<file path="src/rtl/gps_srq_sched.sv">
// Service-request scheduler for the GPS channel bank: collects channel epoch and
// host requests, grants one requester per service cycle and packs serial IQ into 16-bit words.
module gps_srq_sched #(
    parameter int GPS_CHANS  = 12,
    parameter int SHIFT_BITS = 96
) (
    input  logic                 clk,
    input  logic                 rst,
    input  logic [GPS_CHANS-1:0] chan_srq,
    input  logic                 host_srq,
    input  logic [GPS_CHANS-1:0] chan_mask,
    input  logic                 start,
    input  logic [GPS_CHANS-1:0] chan_sout,
    output logic [GPS_CHANS-1:0] chan_shift,
    output logic                 busy,
    output logic [3:0]           grant_chan,
    output logic                 grant_host,
    output logic                 no_srq,
    output logic [15:0]          word,
    output logic                 word_valid,
    output logic                 done,
    output logic [GPS_CHANS-1:0] pending,
    output logic [GPS_CHANS-1:0] overrun
);

    localparam int CNT_W = $clog2(SHIFT_BITS + 1);
    localparam logic [GPS_CHANS-1:0] CHAN_ONE = GPS_CHANS'(1);

    typedef enum logic [1:0] {
        IDLE,
        ARB,
        SHIFT,
        DONE
    } state_t;

    state_t               state_q, state_d;
    logic [GPS_CHANS-1:0] pending_q;
    logic [GPS_CHANS-1:0] overrun_q;
    logic [3:0]           last_grant_q;
    logic [3:0]           grant_chan_q;
    logic                 grant_host_q;
    logic [CNT_W-1:0]     bit_cnt_q;
    logic [14:0]          sr_q;
    logic [15:0]          word_q;
    logic                 word_valid_q;
    logic                 no_srq_q;

    logic                 arb_found;
    logic [3:0]           arb_idx;
    logic [4:0]           cand;
    logic [GPS_CHANS-1:0] set_req;
    logic [GPS_CHANS-1:0] clr;
    logic                 sout_bit;
    logic                 word_end;
    logic                 any_req;

    assign set_req  = chan_srq & chan_mask;
    assign clr      = (state_q == ARB && arb_found) ? (CHAN_ONE << arb_idx) : '0;
    assign sout_bit = chan_sout[grant_chan_q];
    // The counter runs SHIFT_BITS..1, so a value of 1 mod 16 marks the 16th bit of a word.
    assign word_end = (bit_cnt_q[3:0] == 4'd1);
    assign any_req  = (|pending_q) | host_srq;

    // Round-robin search starting just after the last granted channel.
    always_comb begin
        // NOTE: every variable gets a default before any branch so no latch is inferred.
        arb_found = 1'b0;
        arb_idx   = '0;
        cand      = '0;
        for (int k = 1; k <= GPS_CHANS; k++) begin
            cand = {1'b0, last_grant_q} + 5'(k);
            if (cand >= 5'(GPS_CHANS)) begin
                cand = cand - 5'(GPS_CHANS);
            end
            if (!arb_found && pending_q[cand[3:0]]) begin
                arb_found = 1'b1;
                arb_idx   = cand[3:0];
            end
        end
    end

    always_comb begin
        state_d = state_q;
        case (state_q)
            IDLE:    if (start && any_req) state_d = ARB;
            ARB:     state_d = arb_found ? SHIFT : DONE;
            SHIFT:   if (bit_cnt_q == CNT_W'(1)) state_d = DONE;
            DONE:    state_d = IDLE;
            default: state_d = IDLE;
        endcase
    end

    always_ff @(posedge clk) begin
        if (rst) begin
            state_q      <= IDLE;
            pending_q    <= '0;
            overrun_q    <= '0;
            last_grant_q <= 4'(GPS_CHANS - 1);
            grant_chan_q <= '0;
            grant_host_q <= 1'b0;
            bit_cnt_q    <= '0;
            sr_q         <= '0;
            word_q       <= '0;
            word_valid_q <= 1'b0;
            no_srq_q     <= 1'b0;
        end else begin
            // NOTE: sequential state uses non-blocking assignments so every register
            // samples the pre-edge values, independent of statement order.
            state_q      <= state_d;
            pending_q    <= (pending_q & ~clr) | set_req;
            overrun_q    <= overrun_q | (set_req & pending_q & ~clr);
            no_srq_q     <= (state_q == IDLE) && start && !any_req;
            word_valid_q <= 1'b0;
            case (state_q)
                ARB: begin
                    bit_cnt_q <= CNT_W'(SHIFT_BITS);
                    if (arb_found) begin
                        grant_chan_q <= arb_idx;
                        last_grant_q <= arb_idx;
                    end else if (host_srq) begin
                        grant_host_q <= 1'b1;
                        grant_chan_q <= '0;
                    end
                end
                SHIFT: begin
                    sr_q      <= {sr_q[13:0], sout_bit};
                    bit_cnt_q <= bit_cnt_q - CNT_W'(1);
                    if (word_end) begin
                        word_q       <= {sr_q, sout_bit};
                        word_valid_q <= 1'b1;
                    end
                end
                DONE:    grant_host_q <= 1'b0;
                default: ;
            endcase
        end
    end

    assign chan_shift = (state_q == SHIFT) ? (CHAN_ONE << grant_chan_q) : '0;
    assign busy       = (state_q != IDLE);
    assign done       = (state_q == DONE);
    assign grant_chan = grant_chan_q;
    assign grant_host = grant_host_q;
    assign no_srq     = no_srq_q;
    assign word       = word_q;
    assign word_valid = word_valid_q;
    assign pending    = pending_q;
    assign overrun    = overrun_q;

endmodule
</file>
<file path="config.mk">
export PLATFORM = sky130hd
export DESIGN_NAME = gps_srq_sched
export DESIGN_NICKNAME = d
export VERILOG_FILES = /design/src/rtl/gps_srq_sched.sv
export SDC_FILE = /design/constraint.sdc
export NUM_CORES = 1
export LEC_CHECK = 0
export BUFFER_PORTS_ARGS = -buffer_cell sky130_fd_sc_hd__buf_2
export CAP_MARGIN = 20
export CORE_UTILIZATION = 42
export CTS_CLUSTER_DIAMETER = 150
export DETAILED_ROUTE_END_ITERATION = 6
export PLACE_DENSITY = 0.7
export SLEW_MARGIN = 20
export SYNTH_ARGS = -nofsm -noshare
export SYNTH_HDL_FRONTEND = slang
export SYNTH_SLANG_ARGS = --single-unit
</file>
<file path="constraint.sdc">
create_clock -name clk -period 6.9 [get_ports clk]
set_input_delay 0.345 -clock clk [delete_from_list [all_inputs] [get_ports clk]]
set_output_delay 0.345 -clock clk [all_outputs]
set_load 0.03 [all_outputs]
</file>
# Word level (Yosys, flattened, before mapping)
# Index checks and enable logic that the tools add are counted.
# op_classes
n_addsub	25
n_mul	0
div_mod_pow	0
magnitude_cmp	25
eq_ne	9
shift	2
muxes	75
n_bitwise	9
n_reduce_logical	39
# op_table
cell	count
$mux 4	26
$lt 4x5->1 const B	13
$ge 5x4->1 const B	12
$bmux 1 s4	13
$and 12x12->12	4
$sub 4x4->4 const B	12
$mux 1	29
$add 4x4->5 const B	5
$mux 12	2
$or 12x12->12	2
$shl 1x4->12 const A	2
$add 4x3->5 const B	4
$logic_and 1x1->1	15
$pmux 7 s2	1
$logic_not 1->1	12
$not 12->12	1
$reduce_or 12->1	1
$add 4x2->5 const B	2
$ne 2x2->1 const B	4
$pmux 2 s4	1
$reduce_and 2->1	4
$reduce_bool 2->1	4
$eq 7x1->1 const B	1
$sub 7x1->7 const B	1
11 further kinds	13
# totals
regBits	75
latchBits	0
mem_bits_rw	0
mem_bits_ro	0
in_bits	40
output_inout_bits	61
elab_cells	195
mem_count	0

# Longest topological paths before layout
# Gate-level depths: netlist (run 1).
# depth
depth_word	44
ltp_mapped	21
mapped_depth_nobuf	17

# Worst setup path before layout (run 1)
# No wires, ideal clock.
# synth_timing
kind	register to register
start	register last_grant_q[0]
end	register overrun_q[7] (netlist: overrun[7])
t_arrival_ps	4446
slack_ps	2336
stages_incl_launch_ff	22
n_path_buf	6
synth_period_minus_slack_ps	4564
path_cell_list	dfxtp_1 -> buf_6 -> buf_8 -> buf_2 -> inv_1 -> ha_1 -> clkbuf_1 -> xor2_1 -> clkbuf_8 -> ha_1 -> nand2_1 -> and3_1 -> buf_1 -> a2111o_1 -> o211a_1 -> and3_2 -> and4_1 -> a21oi_1 -> o211ai_1 -> or2_1 -> o211a_1 -> a32o_2
# synth_via
elab_chain_len	44
# synth_lines
element	line	rtl
from (decl)	39	logic [3:0] last_grant_q;
from (signal assigned)	98	last_grant_q <= 4'(GPS_CHANS - 1);
from (signal assigned)	119	last_grant_q <= arb_idx;
$add 4x1->5	71	cand = {1'b0, last_grant_q} + 5'(k);
$sub 4x4->4 or $ge 5x4->1 (tied branches)	73, 72	
$mux 4	72	if (cand >= 5'(GPS_CHANS)) begin
$bmux 1 s4	75	if (!arb_found && pending_q[cand[3:0]]) begin
$mux 1 (implied by the code)	75	
$mux 1	75	
$logic_not 1->1	75	
$logic_and 1x1->1	75	
[28 not listed]	-	
$logic_not 1->1	75	
$logic_and 1x1->1	75	
$mux 4 or $mux 1 (tied branches)	75	
$shl 1x4->12 or $logic_and 1x1->1 (tied branches)	58	assign clr = (state_q == ARB && arb_found) ? (CHAN_ONE << arb_idx) : '0;
$mux 12 *	58	
$not 12->12 *	111	overrun_q <= overrun_q | (set_req & pending_q & ~clr);
$and 12x12->12 *	111	
$or 12x12->12 *	111	
to (signal assigned)	111	
to (decl)	38	logic [GPS_CHANS-1:0] overrun_q;
# Mark *: on every way between the ends. The rest lies on a longest branch, timed or not. The select of a mux whose other input is x is not followed.
# A chain may end at the register's enable or synchronous reset.

# Final worst setup path (run 1)
# layout_timing
start	register last_grant_q[2]
end	register overrun_q[7] (netlist: overrun[7])
# Same word-level chain as after synthesis.

==> flow_metrics.env, run 1 <==
export IMPL_outcome="complete, no violations"
export IMPL_ff2ff_setup_slack_ps=1800
export IMPL_crit_fanout=16
export IMPL_hold_violations=0
export IMPL_slew_headroom_pct=48.2
export IMPL_post_synth_top_area_fraction_pct=25.8
export IMPL_skew_ps=6.34
export IMPL_finalCriticalPeriod_ps=5100
export IMPL_critPathCaptureType="flop"
export IMPL_path_class="reg -> reg"
export IMPL_syn_to_final_growth_pct=14.1
export IMPL_crit_path_start_kind="flop"
export IMPL_cts_made_buffers=9
export IMPL_worstHoldStart="chan_mask[10]"
export IMPL_final_antenna_net_count=0
export IMPL_r2r_start="last_grant_q[2]$_SDFFE_PP0P_"
export IMPL_first_iter_violations=383
export IMPL_cts_hold_buf=0
export IMPL_start_util_pct=43.5
export IMPL_die_h_um=120
export IMPL_globalRouteTotalUtil_pct=22.0
export IMPL_post_drt_wl_per_cell_um=16.3
export IMPL_num_vias=5692
export IMPL_ys_warn_count=0
export IMPL_die_area_mm2=0.0143
export IMPL_cts_repair_resized=0
export IMPL_post_place_ws_ps=1860
export IMPL_dr_pass1_iters=5
export IMPL_nFillCells=1287
export IMPL_ir_drop_mv=0.287
export IMPL_cts_buffer_depth=2
export IMPL_synthArstFlopShare_pct=0
export IMPL_synthXorXnorAreaFrac_pct=2.68
export IMPL_core_area_mm2=0.0134
export IMPL_fin_nets=847
export IMPL_syn_inst=700
export IMPL_place_congestion=0.984
export IMPL_setup_violations_final=0
export IMPL_pwr_density_cell_mw_per_mm2=462
export IMPL_ys_flop_type="dfxtp_1"
export IMPL_antenna_found_initial=0
export IMPL_synth_area_mm2=0.00583
export IMPL_synth_enable_flop_cells=0
export IMPL_avgSynthCellArea_um2=8.32
export IMPL_yosysUniqueCellTypes=96
export IMPL_hp_class="in -> reg"
export IMPL_htreeDepth=3
export IMPL_grt_first_pass_wirelength_um=25700
export IMPL_clock_sinks=75
export IMPL_synth_top_family_by_area="compound AO/OA/AOI/OAI gates"
export IMPL_cp_startpoint="last_grant_q[2]$_SDFFE_PP0P_"
export IMPL_fmax_ghz=0.196
export IMPL_ys_ff_latch=75
export IMPL_fin_cells=957
export IMPL_p_leak_nw=2.66
export IMPL_whs_ps=249
export IMPL_holdPathEnd="pending[10]$_SDFF_PP0_"
export IMPL_io_pins=101
export IMPL_yosys_area_top_type="dfxtp_1"
export IMPL_layout_drive_gt1_share_pct=21.1
export IMPL_synth_compound_area_share_pct=26.2
export IMPL_regToRegEndpoint="overrun[7]$_SDFF_PP0_"
export IMPL_grt_pass1_vias=5169
export IMPL_overflow=0
export IMPL_seqCellArea_mm2=0.00150
export IMPL_setup_slack_ps=1800
export IMPL_antennaDiodeCount=0
export IMPL_drt_wl_total_um=15600
export IMPL_cts_clk_slew_worst_paths_ps=60
export IMPL_cap_violations=0
export IMPL_synthTopCellsByArea="dfxtp_1, ha_1, nand2_1"
export IMPL_portBuffers=100
export IMPL_synth_nets=770
export IMPL_placedCellCount=942
export IMPL_num_rows=42
export IMPL_clk_latency_ps=320
export IMPL_rsz0062_at_grt="no"
export IMPL_maxSlewViolCount=0
export IMPL_synthMuxAreaShare_pct=11.1
export IMPL_grt_start_max_net_pins=60
export IMPL_r2r_cells=13
export IMPL_required_ps=7120
export IMPL_multi_input_area_mm2=0.00395
export IMPL_cts_tree="built"
export IMPL_synth_fa_ha_area_share_pct=6.44
export IMPL_seq_area_frac_synth_pct=25.8
export IMPL_worst_pin_slew_ps=771
export IMPL_min_path_cells=2
export IMPL_die_w_um=120
export IMPL_drcViolationCount=0
export IMPL_post_cts_setup_buffer_count=0
export IMPL_fin_crit_sh_pct=73.9
export IMPL_ctsRootBufferMaster="clkbuf_16"
export IMPL_vias_per_cell=5.95
export IMPL_dp_hpwl_um=11500
export IMPL_setup_tns_ps=0
export IMPL_arrival_ps=5320
export IMPL_synth_simple_area_share_pct=21.2
-- cells by family (layout without fill, tap and decap cells) --
logic type,Yosys count,after routing
flip-flops,75,75
multiplexers,44,44
AND/OR/NAND/NOR,257,257
XOR/XNOR,17,17
AO/OA/AOI/OAI,206,206
adder cells (fa/ha/maj),30,30
buffers and inverters,71,152
-- per-layer routing --
| metal | global-route usage [%] | wire length, um | vias to the layer above |
|---|---|---|---|
| met5 | 0 | 0 | - |
| met4 | 5.78 | 155 | 0 |
| met3 | 2.80 | 867 | 16 |
| met2 | 36.1 | 7370 | 178 |
| met1 | 30.3 | 7220 | 2710 |
| li1 | - | - | 2788 |
-- synthesized netlist by cell type (6+ instances only) --
cell / number
o211ai_1: 10
a31oi_1: 6
nand4_1: 8
mux4_2: 11
nand2_1: 85
xnor2_1: 13
dfxtp_1: 75
clkbuf_8: 6
clkbuf_1: 18
mux2i_1: 24
inv_1: 27
o22ai_1: 9
o21ai_0: 31
nand3_1: 19
nor4_1: 7
nor3_1: 26
a21oi_1: 44
nor2_1: 60
nand2b_1: 11
a211oi_1: 13
a21o_1: 6
ha_1: 30
-- metrics by stage --
stage	util, %	power [W]	cell area [um^2]
floorplan	-	0.00214	5830
global placement	47.2	0.00253	6330
detailed placement	47.2	0.00253	6330
CTS	49.6	0.00303	6650
global route	49.6	0.00328	6650
finish	49.6	0.00307	6650
-- where the power goes --
part           total [W]  switching, W  internal (W)
registers       0.000542     0.0000582      0.000484
logic            0.00203       0.00126      0.000771
clock network   0.000494      0.000179      0.000316
total            0.00307       0.00150       0.00157
-- layout by cell type, fill, tap and decap left out, drive strengths merged, types with 6 or more instances in the layout --
cell type,n
clkbuf,9
nand4,8
nand3,19
o22ai,9
o32ai,6
a32o,6
nand2b,11
o21ai,31
a31oi,6
mux4,15
o2111ai,6
mux2i,24
nor2,61
ha,30
and3,6
or2,6
nor3,26
a21oi,45
a21o,7
xnor2,14
inv,31
nand2,85
o211ai,10
a211oi,14
a21boi,6
dfxtp,75
o2bb2ai,6
buf,106
nor4,7
-- worst max path at each step --
stage                            endpoint  depth (start not counted)
floorplan           overrun[7]$_SDFF_PP0_                         21
global placement    overrun[7]$_SDFF_PP0_                         13
detailed placement  overrun[7]$_SDFF_PP0_                         13
CTS                 overrun[7]$_SDFF_PP0_                         13
global route        overrun[7]$_SDFF_PP0_                         16
finish              overrun[7]$_SDFF_PP0_                         13
-- cell type report --
class	instances	area share, %
well taps	176	3.31
clock buffers	9	3.39
inverters	31	1.79
repair buffers	106	8.21
clock inverters	6	1.36
flip-flops and latches	75	22.6
multi-input cells	554	59.4
-- registers in the layout (all words and copies together) (netlist names) --
register      flops
grant_host        1
word             16
sr_q             15
grant_chan        4
pending          12
bit_cnt_q         7
state_q           2
word_valid        1
overrun          12
last_grant_q      4
no_srq            1
-- worst max-delay path, cell delays in order (launching register included) --
cell	delay (ps)
dfxtp_1	330
clkinv_1	430
ha_1	810
ha_1	350
mux2i_1	130
a2111oi_0	700
nor2_1	330
o2111a_2	270
and4_1	180
a21oi_1	400
o211ai_1	250
or2_1	300
o211a_1	240
a32o_2	260
Note: power is estimated with default switching activity, not from simulation.
==> run 2, diff against run 1 <==
- PLACE_DENSITY: 0.7 -> 0.72
- clock period: 6.9 -> 4.4 ns (I/O delays scaled with it)
==> flow_metrics.env, run 2 (synthesized netlist as in run 1, its figures left out) <==
export IMPL_outcome="complete, no violations"
export IMPL_antenna_found_initial=0
export IMPL_fin_nets=889
export IMPL_grtUsageMet1_pct=32.7
export IMPL_final_cell_area_mm2=0.00705
export IMPL_dr_pass1_iters=7
export IMPL_cts_clk_slew_worst_paths_ps=60
export IMPL_p_leak_nw=2.88
export IMPL_globalRouteTotalUtil_pct=23.6
export IMPL_gr_max_usage_layer="met2"
export IMPL_first_iter_violations=467
export IMPL_setup_slack_ps=62.1
export IMPL_multi_input_area_mm2=0.00404
export IMPL_post_drt_wl_per_cell_um=16.7
export IMPL_syn_to_final_growth_pct=21.0
export IMPL_layout_drive_gt1_share_pct=27.4
export IMPL_post_place_ws_ps=132
export IMPL_die_area_mm2=0.0143
export IMPL_dp_hpwl_um=12700
export IMPL_ctsRootBufferMaster="clkbuf_16"
export IMPL_htreeDepth=3
export IMPL_num_vias=5957
export IMPL_maxSlewViolCount=0
export IMPL_hold_violations=0
export IMPL_setup_violations_final=0
export IMPL_pwr_density_cell_mw_per_mm2=754
export IMPL_crit_fanout=13
export IMPL_globalRouteMet3Util_pct=3.71
export IMPL_final_cell_mix="buf_2, nand2_1, dfxtp_1"
export IMPL_place_congestion=0.968
export IMPL_ir_drop_mv=0.539
export IMPL_largest_reg_flops=16
export IMPL_die_w_um=120
export IMPL_critPathCaptureType="flop"
export IMPL_finalCriticalPeriod_ps=4340
export IMPL_rsz0062_at_grt="yes"
export IMPL_portBuffers=100
export IMPL_num_rows=42
export IMPL_clk_latency_ps=340
export IMPL_io_pins=101
export IMPL_grt_pass1_vias=5433
export IMPL_cts_made_buffers=9
export IMPL_cts_tree="built"
export IMPL_slew_headroom_pct=57.3
export IMPL_crit_path_start_kind="flop"
export IMPL_grt_start_max_net_pins=60
export IMPL_core_area_mm2=0.0134
export IMPL_fin_crit_sh_pct=98.6
export IMPL_cts_hold_buf=0
export IMPL_final_common_cell="buf_2"
export IMPL_clock_sinks=75
export IMPL_drt_wl_total_um=16700
export IMPL_overflow=0
export IMPL_vias_per_cell=5.96
export IMPL_placed_area_mm2=0.00666
export IMPL_fmax_ghz=0.231
export IMPL_antennaDiodeCount=0
export IMPL_grt_first_pass_wirelength_um=27200
export IMPL_cap_violations=0
export IMPL_use_met2_pct=36.2
export IMPL_path_class="reg -> reg"
export IMPL_arrival_ps=4570
export IMPL_drcViolationCount=0
export IMPL_seqCellArea_mm2=0.00150
export IMPL_hp_class="in -> reg"
export IMPL_start_util_pct=43.5
export IMPL_nFillCells=1257
export IMPL_die_h_um=120
export IMPL_skew_ps=9.47
export IMPL_final_antenna_net_count=0
export IMPL_cts_buffer_depth=2
export IMPL_required_ps=4630
export IMPL_worst_pin_slew_ps=638
## run 2: metal layers
layer / up-vias / wire length [um]
met4: 0 / 566
met2: 273 / 7450
met5: - / 0
met1: 2764 / 7600
li1: 2871 / -
met3: 49 / 1120
## run 2: final timing paths
| check | from | endpoint | slack [ps] | cells past startpoint |
|---|---|---|---|---|
| max | last_grant_q[1]$_SDFFE_PP1P_ | overrun[10]$_SDFF_PP0_ | 60 | 16 |
| min reg2reg | word[1]$_SDFFE_PP0P_ | word[1]$_SDFFE_PP0P_ | 450 | 2 |
| max reg2reg | last_grant_q[1]$_SDFFE_PP1P_ | overrun[10]$_SDFF_PP0_ | 60 | 16 |
| min | start | no_srq$_SDFF_PP0_ | 130 | 3 |
## run 2: what timing repair did
action	in CTS	in global routing
endpoints found under the setup margin	0	27
setup buffers	0	4
gates resized for setup	0	15
## run 2: power breakdown
group          switching [W]  internal [W]
clock               0.000297      0.000459
sequential          0.000104      0.000759
combinational        0.00218       0.00151
## run 2: area by class of cell
class	instances	share of cell area (%)
multi-input cells	554	57.3
clock buffers	10	3.39
clock inverters	6	0.976
flip-flops and latches	75	21.3
well taps	176	3.12
inverters	31	1.70
repair buffers	148	12.2
## run 2: per-stage QoR
stage	power, W	cells	hold slack [ps]	setup TNS, ps	util, %
final	0.00532	1000	125	0	52.6
after floorplan	0.00339	700	345	0	-
after CTS	0.00508	996	115	0	52.0
after detailed placement	0.00430	980	441	0	49.7
after global placement	0.00431	980	441	0	49.7
after global routing	0.00567	1000	129	-283	52.6
## run 2: critical path, stage by stage, from the launching register on
cell	delay (ps)
dfxtp_1	370
buf_4	230
ha_1	240
xnor2_2	140
inv_2	60
ha_1	210
a22o_1	230
o31a_1	240
a221o_2	450
or4_4	470
nand3_1	90
nand3_1	90
a222oi_1	560
o32ai_2	170
buf_4	190
o211a_1	240
a32o_1	250
==> run 3, diff against run 2 <==
--- a/config.mk
+++ b/config.mk
@@ -8,8 +8,8 @@
 export BUFFER_PORTS_ARGS = -buffer_cell sky130_fd_sc_hd__buf_2
 export CAP_MARGIN = 20
-export CORE_UTILIZATION = 42
+export CORE_UTILIZATION = 52
 export CTS_CLUSTER_DIAMETER = 150
 export DETAILED_ROUTE_END_ITERATION = 6
-export PLACE_DENSITY = 0.72
+export PLACE_DENSITY = 0.85
 export SLEW_MARGIN = 20
 export SYNTH_ARGS = -nofsm -noshare
==> constraint.sdc (replaced) <==
create_clock -name clk -period 3.47 [get_ports clk]
set_input_delay 0.8675 -clock clk [delete_from_list [all_inputs] [get_ports clk]]
set_output_delay 0.8675 -clock clk [all_outputs]
set_load 0.03 [all_outputs]
==> flow_metrics.env, run 3 (synthesized netlist as in run 1, its figures left out) <==
export IMPL_whs_ps=457
export IMPL_globalRouteTotalUtil_pct=35.1
export IMPL_grt_start_max_net_pins=59
export IMPL_fin_crit_sh_pct=121
export IMPL_clk_latency_ps=370
export IMPL_drcViolationCount=0
export IMPL_cap_violations=0
export IMPL_finalCriticalPeriod_ps=4180
export IMPL_die_h_um=108
export IMPL_setup_slack_ps=-714
export IMPL_die_area_mm2=0.0116
export IMPL_hp_class="reg -> reg"
export IMPL_p_leak_nw=3.47
export IMPL_placedCellCount=1058
export IMPL_final_cell_mix="buf_4, buf_2, nand2_1"
export IMPL_arrival_ps=4400
export IMPL_syn_to_final_growth_pct=39.6
export IMPL_path_class="reg -> reg"
export IMPL_first_iter_violations=613
export IMPL_htreeDepth=3
export IMPL_cts_clk_slew_worst_paths_ps=90
export IMPL_drt_wl_total_um=20700
export IMPL_vias_per_cell=6.22
export IMPL_crit_fanout=8
export IMPL_ctsRootBufferMaster="clkbuf_8"
export IMPL_crit_path_start_kind="flop"
export IMPL_antenna_found_initial=0
export IMPL_post_drt_wl_per_cell_um=19.1
export IMPL_overflow=0
export IMPL_cts_made_buffers=9
export IMPL_place_congestion=1.05
export IMPL_grt_pass1_vias=6287
export IMPL_min_path_cells=2
export IMPL_slew_headroom_pct=57.1
export IMPL_post_place_ws_ps=-706
export IMPL_cts_hold_buf=0
export IMPL_num_rows=38
export IMPL_final_antenna_net_count=0
export IMPL_fin_nets=1008
export IMPL_fin_cells=1083
export IMPL_cts_buffer_depth=2
export IMPL_fmax_ghz=0.239
export IMPL_layout_drive_gt1_share_pct=41.4
export IMPL_start_util_pct=53.5
export IMPL_clock_sinks=75
export IMPL_dr_pass1_iters=5
export IMPL_num_vias=6738
export IMPL_hold_violations=0
export IMPL_die_w_um=108
export IMPL_cts_tree="built"
export IMPL_largest_reg_flops=16
export IMPL_core_area_mm2=0.0109
export IMPL_critPathCaptureType="flop"
export IMPL_outcome="finished, violations left"
export IMPL_dp_hpwl_um=15600
export IMPL_r2r_cells=15
export IMPL_violations="setup timing"
export IMPL_portBuffers=100
export IMPL_final_common_cell="buf_4"
export IMPL_antennaDiodeCount=0
export IMPL_ff2ff_setup_slack_ps=-710
export IMPL_fin_util_pct=74.7
export IMPL_setup_violations_final=34
export IMPL_grt_first_pass_wirelength_um=31700
export IMPL_worst_pin_slew_ps=642
export IMPL_required_ps=3690
export IMPL_pwr_density_cell_mw_per_mm2=1010
export IMPL_skew_ps=10.5
export IMPL_maxSlewViolCount=0
export IMPL_rsz0062_at_grt="yes"
export IMPL_ir_drop_mv=0.867
export IMPL_io_pins=101
run 3: cell types whose count changed in the layout (fill, tap and decap cells not counted), sizes merged:
cell      before  now
buf          148  267
clkinvlp       1    3
bufinv         1    0
clkbuf        10    9
run 3: final timing paths:
| kind | end | start |
|---|---|---|
| worst min register to register | word[7]$_SDFFE_PP0P_ | word[7]$_SDFFE_PP0P_ |
| worst max register to register | overrun[2]$_SDFF_PP0_ | last_grant_q[1]$_SDFFE_PP1P_ |
| worst min-delay path | word[7]$_SDFFE_PP0P_ | word[7]$_SDFFE_PP0P_ |
| worst max-delay path | overrun[2]$_SDFF_PP0_ | last_grant_q[1]$_SDFFE_PP1P_ |
run 3: what timing repair did:
| item | in CTS | in global routing |
|---|---|---|
| resized for setup | 26 | 39 |
| setup buffers | 6 | 3 |
| pin swaps | 6 | 16 |
| setup endpoints to repair | 34 | 34 |
run 3: metal layers:
| layer | track usage, % | wire, um |
|---|---|---|
| met5 | 0 | 0 |
| met4 | 15.3 | 754 |
| met3 | 4.72 | 1280 |
| met2 | 60.3 | 10300 |
| met1 | 43.6 | 8340 |
run 3: cell type report:
| class | count | area (um^2) |
|---|---|---|
| clock buffers | 9 | 124 |
| multi-input cells | 554 | 4320 |
| fillers | 764 | 2760 |
| repair buffers | 267 | 1800 |
| well taps | 140 | 175 |
| clock inverters | 7 | 66.3 |
| inverters | 31 | 138 |
| flip-flops and latches | 75 | 1510 |
run 3: through the flow:
step,total power [W],instance area [um^2],setup TNS [ps]
2_1_floorplan,0.00450,6050,-10600
3_3_place_gp,0.00648,7630,-13760
3_5_place_dp,0.00666,7630,-17540
4_1_cts,0.00772,7980,-13740
5_1_grt,0.00866,8130,-22290
6_report,0.00824,8130,-18680
run 3: critical path: stages, from the launching register on:
cell and delay, ps:
dfxtp_4 410, clkinvlp_4 130, buf_12 150, ha_4 320, mux4_2 430, mux2_2 300
a221o_1 360, nor2_4 220, o2111ai_4 190, a31oi_1 180, a222oi_1 130, buf_4 170
o32ai_4 380, nand3_2 200, nor2_1 300, o32ai_2 140
run 3: where the power goes:
group,leakage [nW],internal (W),total [W],switching [W]
combinational,2.77,0.00307,0.00651,0.00344
clock,0.0918,0.000278,0.000662,0.000384
sequential,0.611,0.000963,0.00107,0.000110
